--- config.mk ---
export PLATFORM = sky130hd
export DESIGN_NAME = m_pkt_tx
export DESIGN_NICKNAME = d
export VERILOG_FILES = /design/src/rtl/m_pkg.sv /design/src/rtl/m_fifo.sv /design/src/rtl/m_pkt_tx.sv
export SDC_FILE = /design/constraint.sdc
export NUM_CORES = 1
export LEC_CHECK = 0
export ABC_AREA = 0
export BUFFER_PORTS_ARGS = -buffer_cell sky130_fd_sc_hd__buf_4
export CAP_MARGIN = 20
export CORE_MARGIN = 4
export CORE_UTILIZATION = 50
export CTS_CLUSTER_DIAMETER = 60
export DETAILED_ROUTE_END_ITERATION = 12
export PLACE_DENSITY = 0.69
export SETUP_SLACK_MARGIN = 0.4
export SYNTH_ARGS = -nofsm -noshare
export SYNTH_HDL_FRONTEND = slang
export SYNTH_HIERARCHICAL = 1
export SYNTH_SLANG_ARGS = --single-unit
--- constraint.sdc ---
create_clock -name clk -period 12.9 [get_ports clk]
set_clock_uncertainty 0.15 [all_clocks]
set_input_delay 2.58 -clock clk [delete_from_list [all_inputs] [get_ports clk]]
set_output_delay 2.58 -clock clk [all_outputs]
set_load 0.005 [all_outputs]
--- src/rtl/m_pkg.sv ---
`timescale 1ns/1ps
// Shared types for the m packet path.
package m_pkg;

  localparam int unsigned M_DATA_FIFO_N = 64;
  localparam int unsigned M_LEN_FIFO_N  = 4;
  localparam int unsigned DATA_W        = 8;
  // Lengths run 1..M_DATA_FIFO_N inclusive, so one bit more than the index.
  localparam int unsigned LEN_W         = $clog2(M_DATA_FIFO_N) + 1;

  typedef logic [DATA_W-1:0] data_t;
  typedef logic [LEN_W-1:0]  len_t;

  typedef enum logic {TX_IDLE, TX_SEND} tx_state_t;

  // One framed egress beat as held in the output register.
  typedef struct packed {
    logic  vld;
    logic  sop;
    logic  eop;
    len_t  len;
    data_t data;
  } tx_beat_t;

endpackage

--- src/rtl/m_fifo.sv ---
`timescale 1ns/1ps
// Synchronous FIFO, show-ahead read, registered full/empty flags.
//  push/din      write side (ignored when full)
//  pop           read side (ignored when empty)
//  dout_c        head entry
//  peek_c        entry behind the head; valid when two_c
//  two_c         at least two entries stored
//  full_r/empty_r registered level flags
//  full_nxt_c    full flag as it will be after this edge
module m_fifo #(
  parameter int unsigned W = 8,
  parameter int unsigned N = 4
) (
  input  logic         clk,
  input  logic         rst,
  input  logic         push,
  input  logic [W-1:0] din,
  input  logic         pop,
  output logic [W-1:0] dout_c,
  output logic [W-1:0] peek_c,
  output logic         two_c,
  output logic         full_r,
  output logic         empty_r,
  output logic         full_nxt_c
);

  localparam int unsigned AW = $clog2(N);

  logic [W-1:0]  mem [N];
  logic [AW:0]   wr_q, rd_q, wr_d, rd_d;
  logic [AW:0]   cnt_q, cnt_d;
  logic [AW-1:0] rd_idx, rd_idx1;
  logic          do_push, do_pop;

  assign do_push = push & ~full_r;
  assign do_pop  = pop & ~empty_r;

  // Pointers carry one extra MSB so full and empty stay distinct.
  assign wr_d  = wr_q + (AW+1)'(do_push);
  assign rd_d  = rd_q + (AW+1)'(do_pop);
  assign cnt_q = wr_q - rd_q;
  assign cnt_d = wr_d - rd_d;

  assign full_nxt_c = (cnt_d == (AW+1)'(N));
  assign two_c      = (cnt_q >= (AW+1)'(2));

  assign rd_idx  = rd_q[AW-1:0];
  assign rd_idx1 = rd_idx + AW'(1);
  assign dout_c  = mem[rd_idx];
  assign peek_c  = mem[rd_idx1];

  // Pointer and flag state.
  always_ff @(posedge clk or posedge rst) begin
    if (rst) begin
      wr_q    <= '0;
      rd_q    <= '0;
      full_r  <= 1'b0;
      empty_r <= 1'b1;
    end else begin
      wr_q    <= wr_d;
      rd_q    <= rd_d;
      full_r  <= full_nxt_c;
      empty_r <= (cnt_d == '0);
    end
  end

  // Storage.
  always_ff @(posedge clk) begin
    if (do_push) mem[wr_q[AW-1:0]] <= din;
  end

endmodule

--- src/rtl/m_pkt_tx.sv ---
`timescale 1ns/1ps
// Store-and-forward packet transmitter feeding the m ingress stream.
//  clk, rst                     clock, async active-high reset
//  host_vld_w/last_w/data_w     host beat in; host_rdy_r accepts it
//  net_rdy_w                    downstream takes the current out beat
//  out_vld/sop/eop/length/data  framed beat out, held while net_rdy_w=0
//  err_trunc_r                  pulse when a packet hits the length limit
module m_pkt_tx
  import m_pkg::*;
#(
  parameter int unsigned DATA_FIFO_N = M_DATA_FIFO_N,
  parameter int unsigned LEN_FIFO_N  = M_LEN_FIFO_N
) (
  input  logic  clk,
  input  logic  rst,
  input  logic  host_vld_w,
  input  logic  host_last_w,
  input  data_t host_data_w,
  output logic  host_rdy_r,
  input  logic  net_rdy_w,
  output logic  out_vld_r,
  output logic  out_sop_r,
  output logic  out_eop_r,
  output len_t  out_length_r,
  output data_t out_data_r,
  output logic  err_trunc_r
);

  tx_state_t state_q, state_d;
  tx_beat_t  out_q, out_d;
  len_t      rem_q, rem_d;
  len_t      beat_cnt_q, beat_nxt_c;
  logic      accept_c, lim_c, len_push_c;

  data_t     d_dout_c, d_peek_c;
  logic      d_two_c, d_full_r, d_empty_r, d_full_nxt_c, d_pop_c;
  len_t      l_dout_c, l_peek_c;
  logic      l_two_c, l_full_r, l_empty_r, l_full_nxt_c, l_pop_c;
  logic      unused_c;

  // Ingress: count beats, close a packet on last or at the depth limit.
  assign accept_c   = host_vld_w & host_rdy_r;
  assign beat_nxt_c = beat_cnt_q + len_t'(1);
  assign lim_c      = (beat_nxt_c == len_t'(DATA_FIFO_N));
  assign len_push_c = accept_c & (host_last_w | lim_c);

  always_ff @(posedge clk or posedge rst) begin
    if (rst) begin
      beat_cnt_q  <= '0;
      err_trunc_r <= 1'b0;
      host_rdy_r  <= 1'b0;
    end else begin
      if (len_push_c)    beat_cnt_q <= '0;
      else if (accept_c) beat_cnt_q <= beat_nxt_c;
      err_trunc_r <= accept_c & ~host_last_w & lim_c;
      host_rdy_r  <= ~(d_full_nxt_c | l_full_nxt_c);
    end
  end

  m_fifo #(.W($bits(data_t)), .N(DATA_FIFO_N)) u_data_fifo (
    .clk        (clk),
    .rst        (rst),
    .push       (accept_c),
    .din        (host_data_w),
    .pop        (d_pop_c),
    .dout_c     (d_dout_c),
    .peek_c     (d_peek_c),
    .two_c      (d_two_c),
    .full_r     (d_full_r),
    .empty_r    (d_empty_r),
    .full_nxt_c (d_full_nxt_c)
  );

  m_fifo #(.W($bits(len_t)), .N(LEN_FIFO_N)) u_len_fifo (
    .clk        (clk),
    .rst        (rst),
    .push       (len_push_c),
    .din        (beat_nxt_c),
    .pop        (l_pop_c),
    .dout_c     (l_dout_c),
    .peek_c     (l_peek_c),
    .two_c      (l_two_c),
    .full_r     (l_full_r),
    .empty_r    (l_empty_r),
    .full_nxt_c (l_full_nxt_c)
  );

  // Data FIFO level/peek outputs are not needed on this path.
  assign unused_c = ^{d_peek_c, d_two_c, d_full_r, d_empty_r, l_full_r};

  // Egress FSM. The head data beat moves into the output register as soon
  // as it is presented, so the data FIFO pops on load; the length entry
  // stays queued until its eop beat is taken.
  always_comb begin
    state_d = state_q;
    out_d   = out_q;
    rem_d   = rem_q;
    d_pop_c = 1'b0;
    l_pop_c = 1'b0;
    case (state_q)
      TX_IDLE: begin
        if (!l_empty_r) begin
          state_d    = TX_SEND;
          out_d.vld  = 1'b1;
          out_d.sop  = 1'b1;
          out_d.eop  = (l_dout_c == len_t'(1));
          out_d.len  = l_dout_c;
          out_d.data = d_dout_c;
          rem_d      = l_dout_c;
          d_pop_c    = 1'b1;
        end
      end
      TX_SEND: begin
        if (net_rdy_w) begin
          if (out_q.eop) begin
            l_pop_c = 1'b1;
            // Chain straight into the next queued packet: no bubble.
            if (l_two_c) begin
              out_d.sop  = 1'b1;
              out_d.eop  = (l_peek_c == len_t'(1));
              out_d.len  = l_peek_c;
              out_d.data = d_dout_c;
              rem_d      = l_peek_c;
              d_pop_c    = 1'b1;
            end else begin
              state_d   = TX_IDLE;
              out_d.vld = 1'b0;
              out_d.sop = 1'b0;
              out_d.eop = 1'b0;
            end
          end else begin
            out_d.sop  = 1'b0;
            out_d.eop  = (rem_q == len_t'(2));
            out_d.data = d_dout_c;
            rem_d      = rem_q - len_t'(1);
            d_pop_c    = 1'b1;
          end
        end
      end
      default: state_d = TX_IDLE;
    endcase
  end

  // FSM state and output register.
  always_ff @(posedge clk or posedge rst) begin
    if (rst) begin
      state_q <= TX_IDLE;
      out_q   <= '0;
      rem_q   <= '0;
    end else begin
      state_q <= state_d;
      out_q   <= out_d;
      rem_q   <= rem_d;
    end
  end

  assign out_vld_r    = out_q.vld;
  assign out_sop_r    = out_q.sop;
  assign out_eop_r    = out_q.eop;
  assign out_length_r = out_q.len;
  assign out_data_r   = out_q.data;

endmodule

==> results.md <==
- IR analysis of the VDD net gives a maximum drop of 0.1436 mV.
- The final worst-path cycle share is 44.20%.
- Of all nets on the critical path, the largest fanout is 17.
- Hold repair after CTS inserted 0 buffers.
- The remaining design rule violation count is 0.
- After global routing the overflow that remains totals 0.
- After technology mapping, the gate count stands at 1258.
- The post-cts repair resize count is 0.
- The count of yosys warnings during synthesis is 6.
- The largest net degree at the start of global routing is 103.
- For the worst flop-to-flop path, the logic depth is 19.
- Dividing the detail-routed wire length by the instance count gives 26.15 um.
- The clock net in this run drives a total of 599 sinks.
- Once placement finished, the instance area stood at 25040 sq um.
- The number of nets in the synthesized netlist is 1292.
- Measured against its own limit, the worst slew margin works out to 31.21%.
- The number of H-tree branching levels is 2.
- The final non-filler cell area is 27070 sq um.
- Setup repair after global routing left no endpoint under its margin.
- The layout-stage area growth over the synthesis result is 11.06%.
- The number of max-cap violations is 0.
- The number of antenna violations at the first check in global routing is 0.
- Setup violations remaining at the end of the flow were counted as 0.
- The core footprint is 47950 sq um.
- For this design the ratio of total power to cell area is 225.0 nW/um^2.
- The worst setup path is launched from an input port.
- The maximum clock frequency is 175.4 MHz.
- The worst-case register-to-register setup slack is 7.35 ns.
- The beginning of the worst register-to-register path is u_len_fifo/rd_q[0].
- The total via count after detailed routing is 11940.
- The number of antenna-violating nets in the routed design is 0.
- The cell sitting at the root of the clock tree is a sky130_fd_sc_hd__clkbuf_16.
- The count of inserted antenna diode cells is 0.
- The slowest library cell on the worst path is sky130_fd_sc_hd__a2111oi_1.
- STA puts the critical path data required time at 13.23 ns.
- The capture instance of the worst register-to-register path is host_rdy_r.
- The synthesized area is 24380 sq um.
- The count of input and output buffers is 32.
- The post-CTS repair timing setup buffer count is 0.
- The kind of end point of the critical path is a flip-flop.
- The post-CTS clock slew at the launch and capture registers of the worst setup and hold paths is 0.06 ns.
- The maximum buffer depth of the clock tree is 3.
- The worst endpoint data arrival time is 6.03 ns.
- The die area is 52350 sq um.
- The final layout net count is 1314.
- For the finished layout, the period the worst path requires is 5.701 ns.
- The width of the die is 228.8 um.
- The initial utilization of the core area, before any placement, comes to 50.84%.
- The highest routing layer actually used is met4.
- The critical path is of the in -> reg type.
- The latest clock arrival within the worst-skew pair is 0.62 ns.
- A synthesized cell averages 19.38 sq um.
- The hold path startpoint is out_data_r[6].
- The worst stage delay on the critical path is 0.61 ns.
- For the pin with the worst max-slew slack, the measured transition is 1.032 ns.
- The detailed route wirelength on metal3 is 3.738 mm.
- The final hold violation count was 0.
- TritonCTS built the clock tree.
- The final routed wirelength across all metal layers is 50.88 mm.
- The run finished with clean final reports.
- In this run the static leakage power is 8.912 nW.
- The fill cell instance count of the final layout is 3514.
- Counting instances, the worst hold path has a depth of 2.
- The class of the worst hold path is reg -> reg.
- The cell row count is 80.
- For hold timing, the worst endpoint is out_data_r[6].
- The via count of the first global-routing pass is 11990.
- Detailed placement finished with a half-perimeter wire length of 30.69 mm.
- The final core area utilization is 56.47%.
- Traced cell by cell, the critical path runs through buf_4 > nand2_1 > o22a_2 > inv_2 > nor2b_1 > ha_1 > nand2_1 > xnor2_1 > ha_1 > o21a_1 > or2_2 > nor3_1 > o2111ai_1 > a2111oi_1 > nor2_1.
- Measured along the y axis, the die boundary spans 228.8 um.
- The length of routed met2 wiring is 23.83 mm.
- After detailed routing, the wire length on met1 is 22.07 mm.
- The final total negative setup slack is 0 ns.
- The congestion estimate from routability-driven global placement came to 0.8554.
- Before antenna repair, the detailed router went through 5 iterations.
- In the global route stage, overall resource usage came out at 19.78%.
- The final max-slew violation count is 0.
- The total clock buffers created by CTS is 59.
- The I/O pin count is 33.
- In this run, the number of DRC markers left after iteration 0 of detailed routing was 1341.
- Using the TritonRoute via totals, the vias-per-cell ratio works out to 6.136.
- The fraction of layout cells with a size suffix above 1 is 24.42%.
- The first global-routing pass estimated 78.34 mm of wire.
## worst max-delay path by stage
stage                             to  startpoint  slack, ns  cells after the start
final                     host_rdy_r   net_rdy_w       7.20                     15
after global routing      host_rdy_r   net_rdy_w       6.82                     15
after CTS                 host_rdy_r   net_rdy_w       7.29                     15
after detailed placement  host_rdy_r   net_rdy_w       6.61                     15
after global placement    host_rdy_r   net_rdy_w       6.81                     15
after floorplan           host_rdy_r   net_rdy_w       7.36                     15
## worst max-delay path, delay by kind of cell
kind	cells	cell delay, ns
AO/OA/AOI/OAI	4	1.35
buffers and inverters	2	0.33
adder cells (fa/ha/maj)	2	0.59
XOR/XNOR	1	0.18
AND/OR/NAND/NOR	6	0.99
## power by group
| group | switching, mW | total, mW | internal [mW] |
|---|---|---|---|
| registers | 0.212 | 2.48 | 2.27 |
| logic | 0.959 | 1.84 | 0.876 |
| clock network | 0.732 | 1.78 | 1.04 |
## placed cells by master, fill, tap and decap left out, types with 4 or more instances in the layout
master,count
sky130_fd_sc_hd__a211oi_1,10
sky130_fd_sc_hd__xnor2_1,17
sky130_fd_sc_hd__mux4_2,174
sky130_fd_sc_hd__dfrtp_1,55
sky130_fd_sc_hd__clkbuf_16,59
sky130_fd_sc_hd__o31ai_1,4
sky130_fd_sc_hd__a22o_1,4
sky130_fd_sc_hd__clkinvlp_4,4
sky130_fd_sc_hd__clkinv_1,12
sky130_fd_sc_hd__and3_1,7
sky130_fd_sc_hd__edfxtp_1,540
sky130_fd_sc_hd__mux2i_1,5
sky130_fd_sc_hd__nand2_1,77
sky130_fd_sc_hd__buf_4,39
sky130_fd_sc_hd__o21ai_0,9
sky130_fd_sc_hd__inv_1,30
sky130_fd_sc_hd__nand3_1,13
sky130_fd_sc_hd__bufinv_16,10
sky130_fd_sc_hd__clkbuf_1,6
sky130_fd_sc_hd__a31oi_1,11
sky130_fd_sc_hd__nor2b_1,10
sky130_fd_sc_hd__a21oi_1,22
sky130_fd_sc_hd__ha_1,20
sky130_fd_sc_hd__clkinv_2,15
sky130_fd_sc_hd__and2_1,10
sky130_fd_sc_hd__xor2_1,8
sky130_fd_sc_hd__o21ai_1,5
sky130_fd_sc_hd__nand2b_1,6
sky130_fd_sc_hd__nor3_1,7
sky130_fd_sc_hd__nor2_1,87
## routing by layer
layer,track usage (%),up-vias
li1,-,5077
met5,0,-
met3,3.477,74
met2,29.92,454
met4,5.610,0
met1,30.16,6335
## sequential cells by signal, summed over array words and instances (netlist names), 3 cells and up
signal	count
beat_cnt_q	7
out_data_r	8
out_length_r	7
rem_q	7
u_data_fifo/mem	512
u_data_fifo/rd_q	7
u_data_fifo/wr_q	7
u_len_fifo/mem	28
u_len_fifo/rd_q	3
u_len_fifo/wr_q	3
## final cells by class
type,count,area [sq um],share of cell area (%)
Sequential cell,599,17700,65.38
Clock buffer,65,1499,5.537
Clock inverter,47,534.3,1.973
Timing Repair Buffer,40,312.8,1.155
Multi-Input combinational cell,548,6136,22.66
Tap cell,615,769.5,2.842
Inverter,32,120.1,0.4437
## stage by stage
stage	std cells	setup slack, ns	power (mW)	hold WS, ns
final	1946	7.199	6.091	0.3285
after global placement	1834	6.811	4.338	0.3200
after detailed placement	1834	6.607	4.359	0.3152
after floorplan	1258	7.361	3.832	0.3128
after CTS	1946	7.290	6.137	0.3288
after global routing	1946	6.816	6.388	0.3782
Note: power is estimated with default switching activity, not from simulation.
